--- src/rtl/phoenix_switch_control.sv ---
// phoenix_switch_control
//   Per-router switch controller for the Phoenix NoC. Arbitrates header
//   requests from the five input buffers round-robin, computes the XY route
//   from the selected header flit, grants it with a one-cycle ack_h and keeps
//   the crossbar select/enable table. A connection is torn down when the
//   sender flag of the owning input buffer falls.
//
// Ports
//   clock     router clock
//   reset     synchronous, active-high
//   h         header request per input buffer
//   sender    buffer-is-forwarding flag per input buffer
//   data      head flit per input buffer, port i at [i*TAM_FLIT +: TAM_FLIT]
//   ack_h     one-hot routing grant (GRANT state only)
//   mux_in    per output o, [3o+:3] = input driving it
//   mux_out   per input i,  [3i+:3] = output it drives
//   out_busy  per output, connection established / crossbar enable
//
// State | meaning
//   IDLE  | waiting for any header request
//   ARB   | round-robin pick of the next requesting input
//   ROUTE | XY decode of the picked header, busy check of the target output
//   GRANT | ack_h to the picked input, crossbar table written at exit edge
module phoenix_switch_control #(
  parameter int TAM_FLIT = 8,
  parameter int ADDR_X   = 0,
  parameter int ADDR_Y   = 0,
  parameter int NPORT    = 5
) (
  input  logic                      clock,
  input  logic                      reset,
  input  logic [NPORT-1:0]          h,
  input  logic [NPORT-1:0]          sender,
  input  logic [NPORT*TAM_FLIT-1:0] data,
  output logic [NPORT-1:0]          ack_h,
  output logic [3*NPORT-1:0]        mux_in,
  output logic [3*NPORT-1:0]        mux_out,
  output logic [NPORT-1:0]          out_busy
);

  localparam int HW = TAM_FLIT / 2;
  localparam logic [HW-1:0] MY_X = HW'(ADDR_X);
  localparam logic [HW-1:0] MY_Y = HW'(ADDR_Y);

  localparam logic [2:0] EAST  = 3'd0;
  localparam logic [2:0] WEST  = 3'd1;
  localparam logic [2:0] NORTH = 3'd2;
  localparam logic [2:0] SOUTH = 3'd3;
  localparam logic [2:0] LOCAL = 3'd4;

  typedef enum logic [1:0] {S_IDLE, S_ARB, S_ROUTE, S_GRANT} state_t;

  state_t               state_q, state_d;
  logic [2:0]           rr_last_q, rr_last_d;
  logic [2:0]           sel_q, sel_d;
  logic [2:0]           route_q, route_d;
  logic [NPORT-1:0]     out_busy_q;
  logic [NPORT-1:0]     sender_dly_q;
  logic [3*NPORT-1:0]   mux_in_q;
  logic [3*NPORT-1:0]   mux_out_q;

  // Round-robin search starting just after the last winner.
  logic       arb_hit;
  logic [2:0] arb_sel;
  logic [2:0] cand;
  always_comb begin
    arb_hit = 1'b0;
    arb_sel = rr_last_q;
    cand    = '0;
    for (int k = 1; k <= NPORT; k++) begin
      cand = 3'((int'(rr_last_q) + k) % NPORT);
      if (!arb_hit && h[cand]) begin
        arb_hit = 1'b1;
        arb_sel = cand;
      end
    end
  end

  // XY routing of the selected header: X first, then Y, unsigned compares.
  logic [TAM_FLIT-1:0] hdr;
  logic [HW-1:0]       dest_x, dest_y;
  logic [2:0]          xy_route;
  always_comb begin
    hdr    = data[int'(sel_q)*TAM_FLIT +: TAM_FLIT];
    dest_x = hdr[TAM_FLIT-1:HW];
    dest_y = hdr[HW-1:0];
    if (dest_x > MY_X)      xy_route = EAST;
    else if (dest_x < MY_X) xy_route = WEST;
    else if (dest_y > MY_Y) xy_route = NORTH;
    else if (dest_y < MY_Y) xy_route = SOUTH;
    else                    xy_route = LOCAL;
  end

  // State register
  always_ff @(posedge clock) begin
    if (reset) begin
      state_q   <= S_IDLE;
      rr_last_q <= 3'd4;
      sel_q     <= '0;
      route_q   <= '0;
    end else begin
      state_q   <= state_d;
      rr_last_q <= rr_last_d;
      sel_q     <= sel_d;
      route_q   <= route_d;
    end
  end

  // Next-state logic
  always_comb begin
    state_d   = state_q;
    rr_last_d = rr_last_q;
    sel_d     = sel_q;
    route_d   = route_q;
    case (state_q)
      S_IDLE: if (|h) state_d = S_ARB;
      S_ARB: begin
        if (arb_hit) begin
          sel_d     = arb_sel;
          rr_last_d = arb_sel;
          state_d   = S_ROUTE;
        end else begin
          state_d = S_IDLE;
        end
      end
      S_ROUTE: begin
        route_d = xy_route;
        // Busy target: drop back, rr_last already advanced so others get a turn.
        state_d = out_busy_q[xy_route] ? S_IDLE : S_GRANT;
      end
      S_GRANT: state_d = S_IDLE;
      default: state_d = S_IDLE;
    endcase
  end

  // Output logic
  always_comb begin
    ack_h = '0;
    if (state_q == S_GRANT) ack_h[sel_q] = 1'b1;
  end

  // Crossbar table. Release uses a falling-edge detect of the owner's sender
  // so the gap between grant and the first forwarded flit does not release.
  // A busy output is never granted, so grant and release never collide.
  always_ff @(posedge clock) begin
    if (reset) begin
      out_busy_q   <= '0;
      sender_dly_q <= '0;
      mux_in_q     <= '0;
      mux_out_q    <= '0;
    end else begin
      sender_dly_q <= sender;
      for (int o = 0; o < NPORT; o++) begin
        if (out_busy_q[o] && sender_dly_q[mux_in_q[3*o +: 3]] && !sender[mux_in_q[3*o +: 3]])
          out_busy_q[o] <= 1'b0;
      end
      if (state_q == S_GRANT) begin
        out_busy_q[route_q]          <= 1'b1;
        mux_in_q[3*route_q +: 3]     <= sel_q;
        mux_out_q[3*sel_q +: 3]      <= route_q;
      end
    end
  end

  assign out_busy = out_busy_q;
  assign mux_in   = mux_in_q;
  assign mux_out  = mux_out_q;

endmodule
--- config.mk ---
export PLATFORM = sky130hd
export DESIGN_NAME = phoenix_switch_control
export DESIGN_NICKNAME = d
export VERILOG_FILES = /design/src/rtl/phoenix_switch_control.sv
export SDC_FILE = /design/constraint.sdc
export NUM_CORES = 1
export LEC_CHECK = 0
export CORE_MARGIN = 2
export CORE_UTILIZATION = 46
export DETAILED_ROUTE_END_ITERATION = 16
export PLACE_DENSITY = 0.8
export SLEW_MARGIN = 25
export SYNTH_ARGS = -nofsm -noshare
export SYNTH_HDL_FRONTEND = slang
export SYNTH_SLANG_ARGS = --single-unit
--- constraint.sdc ---
create_clock -name clock -period 4.7 [get_ports clock]
set_clock_uncertainty 0.1 [all_clocks]
set_input_delay 0.94 -clock clock [delete_from_list [all_inputs] [get_ports clock]]
set_output_delay 0.94 -clock clock [all_outputs]
set_load 0.02 [all_outputs]
# Word level (Yosys, flattened, before mapping)
# Index checks and enable logic that the tools add are counted.
# Widths: inputs -> output; s select.
# word_totals
reg_bits	51
wordCells	147
output_inout_bits	40
inputBits	52
# classes
muxes	68
magnitude_cmp	19
n_bitwise	1
addsub	7
shifts	5
n_mul	2
n_eq_ne	4
reduce_logical	28
div_mod_pow	5
# op_table
cell	n
$mod 32x4->32 const B	5
$neg 5->34	2
$shift 3x34->15 const A	2
$shiftx 3x34->15	2
$lt 3x4->1 const B	13
$bmux 1 s3	16
$shiftx 40x7->8	1
$mux 1	33
$bwmux 15	2
$mux 3	9
$logic_and 1x1->1	16
$mul 2x3->5 const A	2
$mux 5	2
$logic_not 1->1	9
$add 3x2->4 const B	2
$add 3x3->4 const B	2
$gt 4x1->1 const B	2
$lt 4x1->1 const B	2
$pmux 2 s4	1
$demux 1 s3	2
$ge 3x1->1 const B	2
$mux 2	3
$or 5x5->5	1
$reduce_or 5->1	1
6 further kinds	7

# Depth between registers and ports, before layout
# depth
word_depth	19
mapped_depth	21
mapped_depth_nobuf	18

# Least setup slack after synthesis
# No wires, ideal clock.
# synth_timing
path_type	register -> register
startpoint	reg rr_last_q[1]
endpoint	reg sel_q[2]
slack_ns	-0.331
setup_time_ns	0.139
arrival_time_ns	4.792
synth_period_minus_slack_ns	5.031
path_buffers	4
path_stages_with_launch	22
required_time_ns	4.461
cell_sequence	dfxtp_1 > clkbuf_1 > clkbuf_1 > inv_1 > ha_1 > buf_2 > inv_1 > ha_1 > nor2_1 > a211o_1 > nand2_1 > ha_1 > nor2b_1 > a2111o_1 > and3_1 > buf_2 > and3_4 > o211ai_2 > o21ai_2 > or3_1 > o211ai_1 > a221oi_1
# synth_between
elab_chain_cells	18
word_cells_on_any_way	39
cone_classes	5 x add/sub; 5 x div; 20 x mux; 9 x reduce/logical
# synth_lines
element	line_no	text
start: declaration	54	logic [2:0] rr_last_q, rr_last_d;
start signal: assignment	103	rr_last_q <= rr_last_d;
$add 3x1->4	71	cand = 3'((int'(rr_last_q) + k) % NPORT);
$mod 32x4->32	71	
$bmux 1 s3	72	if (!arb_hit && h[cand]) begin
$mux 1 (implied by the code)	72	
$mux 1	72	
$logic_not 1->1	72	
$logic_and 1x1->1	72	
$mux 1	72	
[... 2 more ...]	--	
$mux 1	72	
$logic_not 1->1	72	
$logic_and 1x1->1	72	
$mux 1	72	
$logic_not 1->1	72	
$logic_and 1x1->1	72	
$mux 1	72	
$reduce_and 2->1 (no line)	--	
end signal: assignment	104	sel_q <= sel_d;
end: declaration	55	logic [2:0] sel_q, sel_d;
# Several ways; a longest one is shown, not always the timed one. The select of a mux whose other input is x is not followed.
# A chain may end at the register's enable or synchronous reset.

# Worst setup path in the final report
# layout_timing
startpoint	reg rr_last_q[1]
endpoint	reg rr_last_q[1]
# layout_between
elab_chain_cells	18
word_cells_on_any_way	39
cone_classes	5 x add/sub; 5 x div; 20 x mux; 9 x reduce/logical
# layout_lines
element	line_no
$add 3x1->4	71
$mod 32x4->32	71
$bmux 1 s3	72
$mux 1 (implied by the code)	72
$mux 1	72
$logic_not 1->1	72
$logic_and 1x1->1	72
$mux 1	72
[... 2 more ...]	--
$mux 1	72
$logic_not 1->1	72
$logic_and 1x1->1	72
$mux 1	72
$logic_not 1->1	72
$logic_and 1x1->1	72
$mux 1	72
$reduce_and 2->1 (no line)	--
# Several ways; a longest one is shown, not always the timed one. The select of a mux whose other input is x is not followed.

==> qor.txt <==
Biggest fanout along the worst timing path: 8
Longest Clk Path Bufs: 2
Row Count: 33
Most used DFF post-synth: sky130_fd_sc_hd__dfxtp_1
Core area: 0.00818 sq mm
Total congestion overflow: 0
Total Wirelength: 11200 microns
Minimum setup slack after placement: 0.110 ns
CTS Root Buffer Type: sky130_fd_sc_hd__clkbuf_8
Number of synthesized flops with an enable pin: 0
Maxcap violations: 0
WL/cell: 16.8 microns
Critical Path RT: 4.77 ns
Slowest cell on the critical path: sky130_fd_sc_hd__or3b_1
Achievable clock frequency: 225 MHz
Final Worst Setup Slack: 0.247 ns
Fin crit share: 94.8%
Number of failing hold endpoints at the final stage: 0
Hold Path Class: register to register
Initial cell density of the core: 47.1%
Synthesized area: 0.00385 sq mm
# clock sinks: 35
Number of library cell types mapped by synthesis: 84
Initial DRT Pass Iterations: 5
Critical setup path kind: register to register
Initial antenna violation count: 0
Boundary Pins: 92
Met2 Usage GRT: 39.1%
Count of final max-slew check failures: 0
Async set or reset register ratio after synthesis: 0%
Peak ir drop on the vdd network: 0.315 mV
H-tree depth: 2
Power density over the cells: 768 mW/mm^2
Endpoint arrival time on the critical path: 4.53 ns
Final core utilization: 59.8%
Slack of the worst reg-to-reg path: 0.25 ns
Critical path's most frequent cell: sky130_fd_sc_hd__ha_1
Met1 GRT Util: 33.1%
CP Buf/Inv Count: 1
Met3 track demand over resource: 3.79%
Clock tree from TritonCTS: built
Global-route wire length before repair: 17600 microns
Endpoint type of the worst setup path: register
Largest incremental delay on the critical path: 0.43 ns
Setup repair after global routing missed its margin: no
Width of the die: 95.5 microns
Worst path top cell family by delay: compound AO/OA/AOI/OAI gates
Leakage: 0.00179 uW
Post-synthesis sequential element count: 35
Setup TNS Final: 0 ns
Post-synthesis cell count: 486
Worst-skew pair later-pin latency: 0.29 ns
Area added between synthesis and finish: 27.0%
Design Power: 3760 uW
Setup violation total in the final timing report: 0
CTS clk-pin slew, worst paths: 0.07 ns
Final Hold Slack: 0.394 ns
Max-slew headroom at the worst pin: 55.3%
Synthesized area divided by synthesized cell count: 7.92 sq um
Half-perimeter wire length of the detailed placement result: 8380 microns
Maximum number of pins on one net before global-route repair: 44
Count of routing violations after the opening detailed-route iteration: 210
CP Cell Sequence: ha_1 > xnor2_2 > inv_2 > ha_1 > or3b_1 > a31oi_4 > o21a_1 > nor2_1 > ha_1 > a32oi_2 > a2bb2oi_4 > and3_1 > or3b_4 > a21oi_4 > nor2_1 > a21o_1 > a2111oi_2
CP Launch Type: register
Port Buffers: 78
Antenna diodes: 0
Number of global-route vias before repair: 3640
Most used routing layer: met2
Vertical die dimension: 95.5 microns
Count of antenna-violating nets left after detailed routing: 0
DRC errors left: 0
# nets final: 643
Routability congestion estimate: 0.960
Floorplan die area: 0.00912 sq mm
Tightest Pin Transition: 0.662 ns
Mean number of vias per cell: 5.89
Overall global routing resource usage: 24.1%
Fillers: 736
Period minus WS final: 4.45 ns
Run status: finished, final reports clean
Portion of the post-synthesis area used by sequential elements: 18.2%
Synthesis Warnings: 0
Via count: 3923
Share of layout cells above drive strength 1: 12.3%
CTS Buf Count: 5
Count of hold-fix buffers inserted at cts: 0
==> flip-flops by register name (all words and copies together), names as in the netlist <==
| name | flops |
|---|---|
| state_q | 2 |
| mux_in | 9 |
| route_q | 2 |
| sel_q | 1 |
| out_busy | 3 |
| sender_dly_q | 5 |
| rr_last_q | 3 |
| mux_out | 10 |
==> path summary, 6_finish.rpt <==
kind / startpoint / end / depth (start not counted)
hold / removal: mux_out[1]$_SDFFE_PP0P_ / mux_out[1]$_SDFFE_PP0P_ / 2
hold reg to reg: mux_out[1]$_SDFFE_PP0P_ / mux_out[1]$_SDFFE_PP0P_ / 2
setup / recovery: rr_last_q[1]$_SDFFE_PP0P_ / rr_last_q[1]$_SDFFE_PP0P_ / 17
setup reg to reg: rr_last_q[1]$_SDFFE_PP0P_ / rr_last_q[1]$_SDFFE_PP0P_ / 17
==> power breakdown <==
group | internal, uW | switching, uW
clock | 172 | 114
sequential | 328 | 47.1
combinational | 1300 | 1790
==> per-stage QoR <==
step                instances  instance area, sq um
global placement          655                  4700
CTS                       663                  4820
finish                    666                  4890
global route              666                  4890
detailed placement        655                  4700
floorplan                 498                  3920
==> layout by cell type (no fill, tap or decap), drive strengths merged, types with 10 or more instances in the layout <==
cell           instances
clkdlybuf4s50         78
nand2                 48
nor2                  36
dfxtp                 35
ha                    31
a21oi                 28
inv                   21
nand2b                19
nor3                  19
mux2i                 19
buf                   16
o21ai                 16
nand3                 13
conb                  13
o211ai                12
nor4                  10
==> cell type report <==
cell class                      count  area, sq um  area share (%)
Clock buffer                        6         82.6            1.69
Tap cell                          105          131            2.69
Clock inverter                      2         35.0           0.717
Inverter                           21         78.8            1.61
Sequential cell                    35          702            14.4
Multi-Input combinational cell    403         2960            60.5
Timing Repair Buffer               94          901            18.4
==> cells in the mapped netlist, types with 7 or more instances <==
master / count / share of area, %
sky130_fd_sc_hd__nor3_1: 18 / 2.3
sky130_fd_sc_hd__a21oi_1: 22 / 2.9
sky130_fd_sc_hd__nand2b_1: 19 / 3.1
sky130_fd_sc_hd__buf_4: 13 / 2.5
sky130_fd_sc_hd__nor3b_1: 7 / 1.4
sky130_fd_sc_hd__mux2i_1: 18 / 4.7
sky130_fd_sc_hd__a22oi_1: 9 / 1.8
sky130_fd_sc_hd__dfxtp_1: 35 / 18
sky130_fd_sc_hd__and2_1: 7 / 1.1
sky130_fd_sc_hd__nor4_1: 10 / 1.6
sky130_fd_sc_hd__nand2_1: 48 / 4.7
sky130_fd_sc_hd__inv_1: 17 / 1.7
sky130_fd_sc_hd__ha_1: 31 / 10
sky130_fd_sc_hd__o211ai_1: 10 / 1.9
sky130_fd_sc_hd__clkbuf_1: 16 / 1.6
sky130_fd_sc_hd__o21ai_0: 10 / 1.3
sky130_fd_sc_hd__nand3_1: 13 / 1.7
sky130_fd_sc_hd__nor2_1: 36 / 3.5
sky130_fd_sc_hd__nor2b_1: 9 / 1.5
==> per-layer routing <==
metal,wire [microns],share of wire (%)
met4,197,1.8
met2,5180,46
met3,892,8.0
met5,0,0
met1,4930,44
==> kinds of logic (layout without fill, tap and decap cells) <==
group           Yosys count  in the layout  synth area share (%)
buf+inv                  60            123                  7.60
simple gates            203            203                  28.6
other cells               1             13                0.0974
fa+ha+maj                31             31                  10.1
compound gates          121            121                  23.7
flops                    35             35                  18.2
mux                      26             26                  9.07
xor+xnor                  9              9                  2.63
==> worst reg2reg max path, cell delays in order (launching register included) <==
cell                        delay (ns)
sky130_fd_sc_hd__dfxtp_1          0.35
sky130_fd_sc_hd__ha_1             0.23
sky130_fd_sc_hd__xnor2_2          0.23
sky130_fd_sc_hd__inv_2            0.08
sky130_fd_sc_hd__ha_1             0.25
sky130_fd_sc_hd__or3b_1           0.44
sky130_fd_sc_hd__a31oi_4          0.25
sky130_fd_sc_hd__o21a_1           0.18
sky130_fd_sc_hd__nor2_1           0.07
sky130_fd_sc_hd__ha_1             0.24
sky130_fd_sc_hd__a32oi_2          0.24
sky130_fd_sc_hd__a2bb2oi_4        0.13
sky130_fd_sc_hd__and3_1           0.24
sky130_fd_sc_hd__or3b_4           0.39
sky130_fd_sc_hd__a21oi_4          0.16
sky130_fd_sc_hd__nor2_1           0.11
sky130_fd_sc_hd__a21o_1           0.26
sky130_fd_sc_hd__a2111oi_2        0.40
==> timing repair <==
action / in CTS / in global routing
resized for setup: 0 / 8
setup buffers: 0 / 3
endpoints found under the setup margin: 0 / 4
Note: power is estimated with default switching activity, not from simulation.
==> RTL edit, RTL diff (config.mk and constraints unchanged) <==
Set the parameter `NPORT` to 6 (it was 5).
--- a/src/rtl/phoenix_switch_control.sv
+++ b/src/rtl/phoenix_switch_control.sv
@@ -25,7 +25,7 @@
   parameter int TAM_FLIT = 8,
   parameter int ADDR_X   = 0,
   parameter int ADDR_Y   = 0,
-  parameter int NPORT    = 5
+  parameter int NPORT    = 6
 ) (
   input  logic                      clock,
   input  logic                      reset,
Interface: changed (7 resized); port bits go from 92 to 110. The function was not compared with the original's and may differ.
==> RTL edit against the unedited design <==
- sequential cell count up 3
- synthesized area down 19%
- wire length down 21%
- final area down 15%
- worst setup slack better by 240 ps
- critical endpoint is now rr_last_q[0]
Power is not compared: it rests on default switching activity, and its combinational part moved more than twofold at a synthesized area within 25%.
==> RTL edit: results (changes against the unedited design) <==
* Reg-to-reg slack, setup at 490 ps (+240 ps)
* GP Congestion at 0.974 (+1.5%)
* DR iter-0 viols at 290 (+38%)
* Largest net degree at the start of global routing at 39 (-11%)
* Worst r2r dst: rr_last_q[0]
* Dpl ws at 512 ps (+402 ps)
* Worst-path fanout max at 15 (+7)
* Layout Nets at 548 (-15%)
* DPL Wire Length at 6.84 mm (-18%)
* Seq cells post-synth at 38 (+8.6%)
* First-pass GRT wire length at 13.9 mm (-21%)
* FF-to-FF path depth at 13 (-4)
* Worst Hold Class: flop to flop
* Vias in the first global route at 3025 (-17%)
* Commonest cells post-synth: nor2_1 (46), dfxtp_1 (38), a21oi_1 (29), nand2_1 (23), ha_1 (20)
* Library cells used by synthesis at 65 (-23%)
* Initial antenna violation count at 0 (unchanged)
* IO buf count at 91 (+17%)
* Mean Syn Cell Area at 8.20 sq um (+3.5%)
* Post-synthesis sequential area ratio at 24.3% (+6.1 points)
* Top post-synthesis cells by area: dfxtp_1 (24%), ha_1 (8.0%), nor2_1 (5.5%), mux2i_1 (5.1%), a21oi_1 (4.6%)
* Run status: completed
* CTS Buf Count at 5 (unchanged)
* Least-Margin Pin Slew at 599 ps (-63.3 ps)
* Antenna Cells at 0 (unchanged)
* Via count at 3159 (-19%)
* Max FFs per register at 12 (+2)
* Post-DP Area at 4020 sq um (-15%)
* Via density at 5.78 (-2.0%)
* Share of cells above drive strength 1 at 7.07% (-5.2 points)
* Routed len/inst at 16.1 um (-4.2%)
* Gr usage total at 22.8% (-1.3 points)
* DR pass1 iterations at 4 (-1)
* Startpoint Class: flop
* Final period util at 89.6% (-5.2 points)
* Cells after DPL at 539 (-18%)
[RTL edit: layer usage]
metal	GRT usage, %	part of all wire (%)	vias up
li1	-	-	1519
met5	0	0	-
met2	40.3	49	131
met3	4.29	7.7	13
met4	5.26	1.3	0
met1	28.7	42	1496
[RTL edit: worst max-delay path: stages (launching register included)]
cell      delay (ps)
dfxtp_1          670
inv_1            310
ha_1             340
a21oi_1          390
inv_1            180
ha_1             330
nor2b_1          210
nand3_1          120
a22oi_2          270
mux2i_4          350
nand4b_4         150
o311ai_4         410
o21ai_0          170
a21oi_2          150
[RTL edit: how the worst min path moves through the flow]
stage,start,end,slack [ps],cells past startpoint
after floorplan,state_q[1],state_q[1],390,2
after global placement,mux_out[14],mux_out[14],380,2
after detailed placement,mux_out[14],mux_out[14],380,2
after CTS,mux_out[14],mux_out[14],400,2
after global routing,mux_in[7],mux_in[7],430,2
final,mux_out[14],mux_out[14],400,2
[RTL edit: kinds of logic (layout without fill, tap and decap cells)]
logic type,count (synthesis),in the layout,synth area share [%]
DFF,38,38,24.3
and+or+nand+nor,150,150,25.3
muxes,25,25,10.3
buffers and inverters,52,121,8.97
other,1,18,0.120
xor gates and xnor gates,6,6,2.52
AOI/OAI and AO/OA,89,89,20.5
adders and majority gates,20,20,8.01
[RTL edit: cell type report]
type | count | area, sq um
inverter | 18 | 67.6
timing repair buffer | 95 | 941
tap | 80 | 100
fill | 570 | 2520
clock buffer | 6 | 82.6
sequential | 38 | 761
multi-input combinational | 308 | 2150
clock inverter | 2 | 60.1
[RTL edit: power by group]
part / internal [mW] / switching [mW] / total, mW
clock: 0.226 / 0.115 / 0.341
sequential: 0.338 / 0.0334 / 0.371
combinational: 0.360 / 0.517 / 0.877
total: 0.924 / 0.665 / 1.59
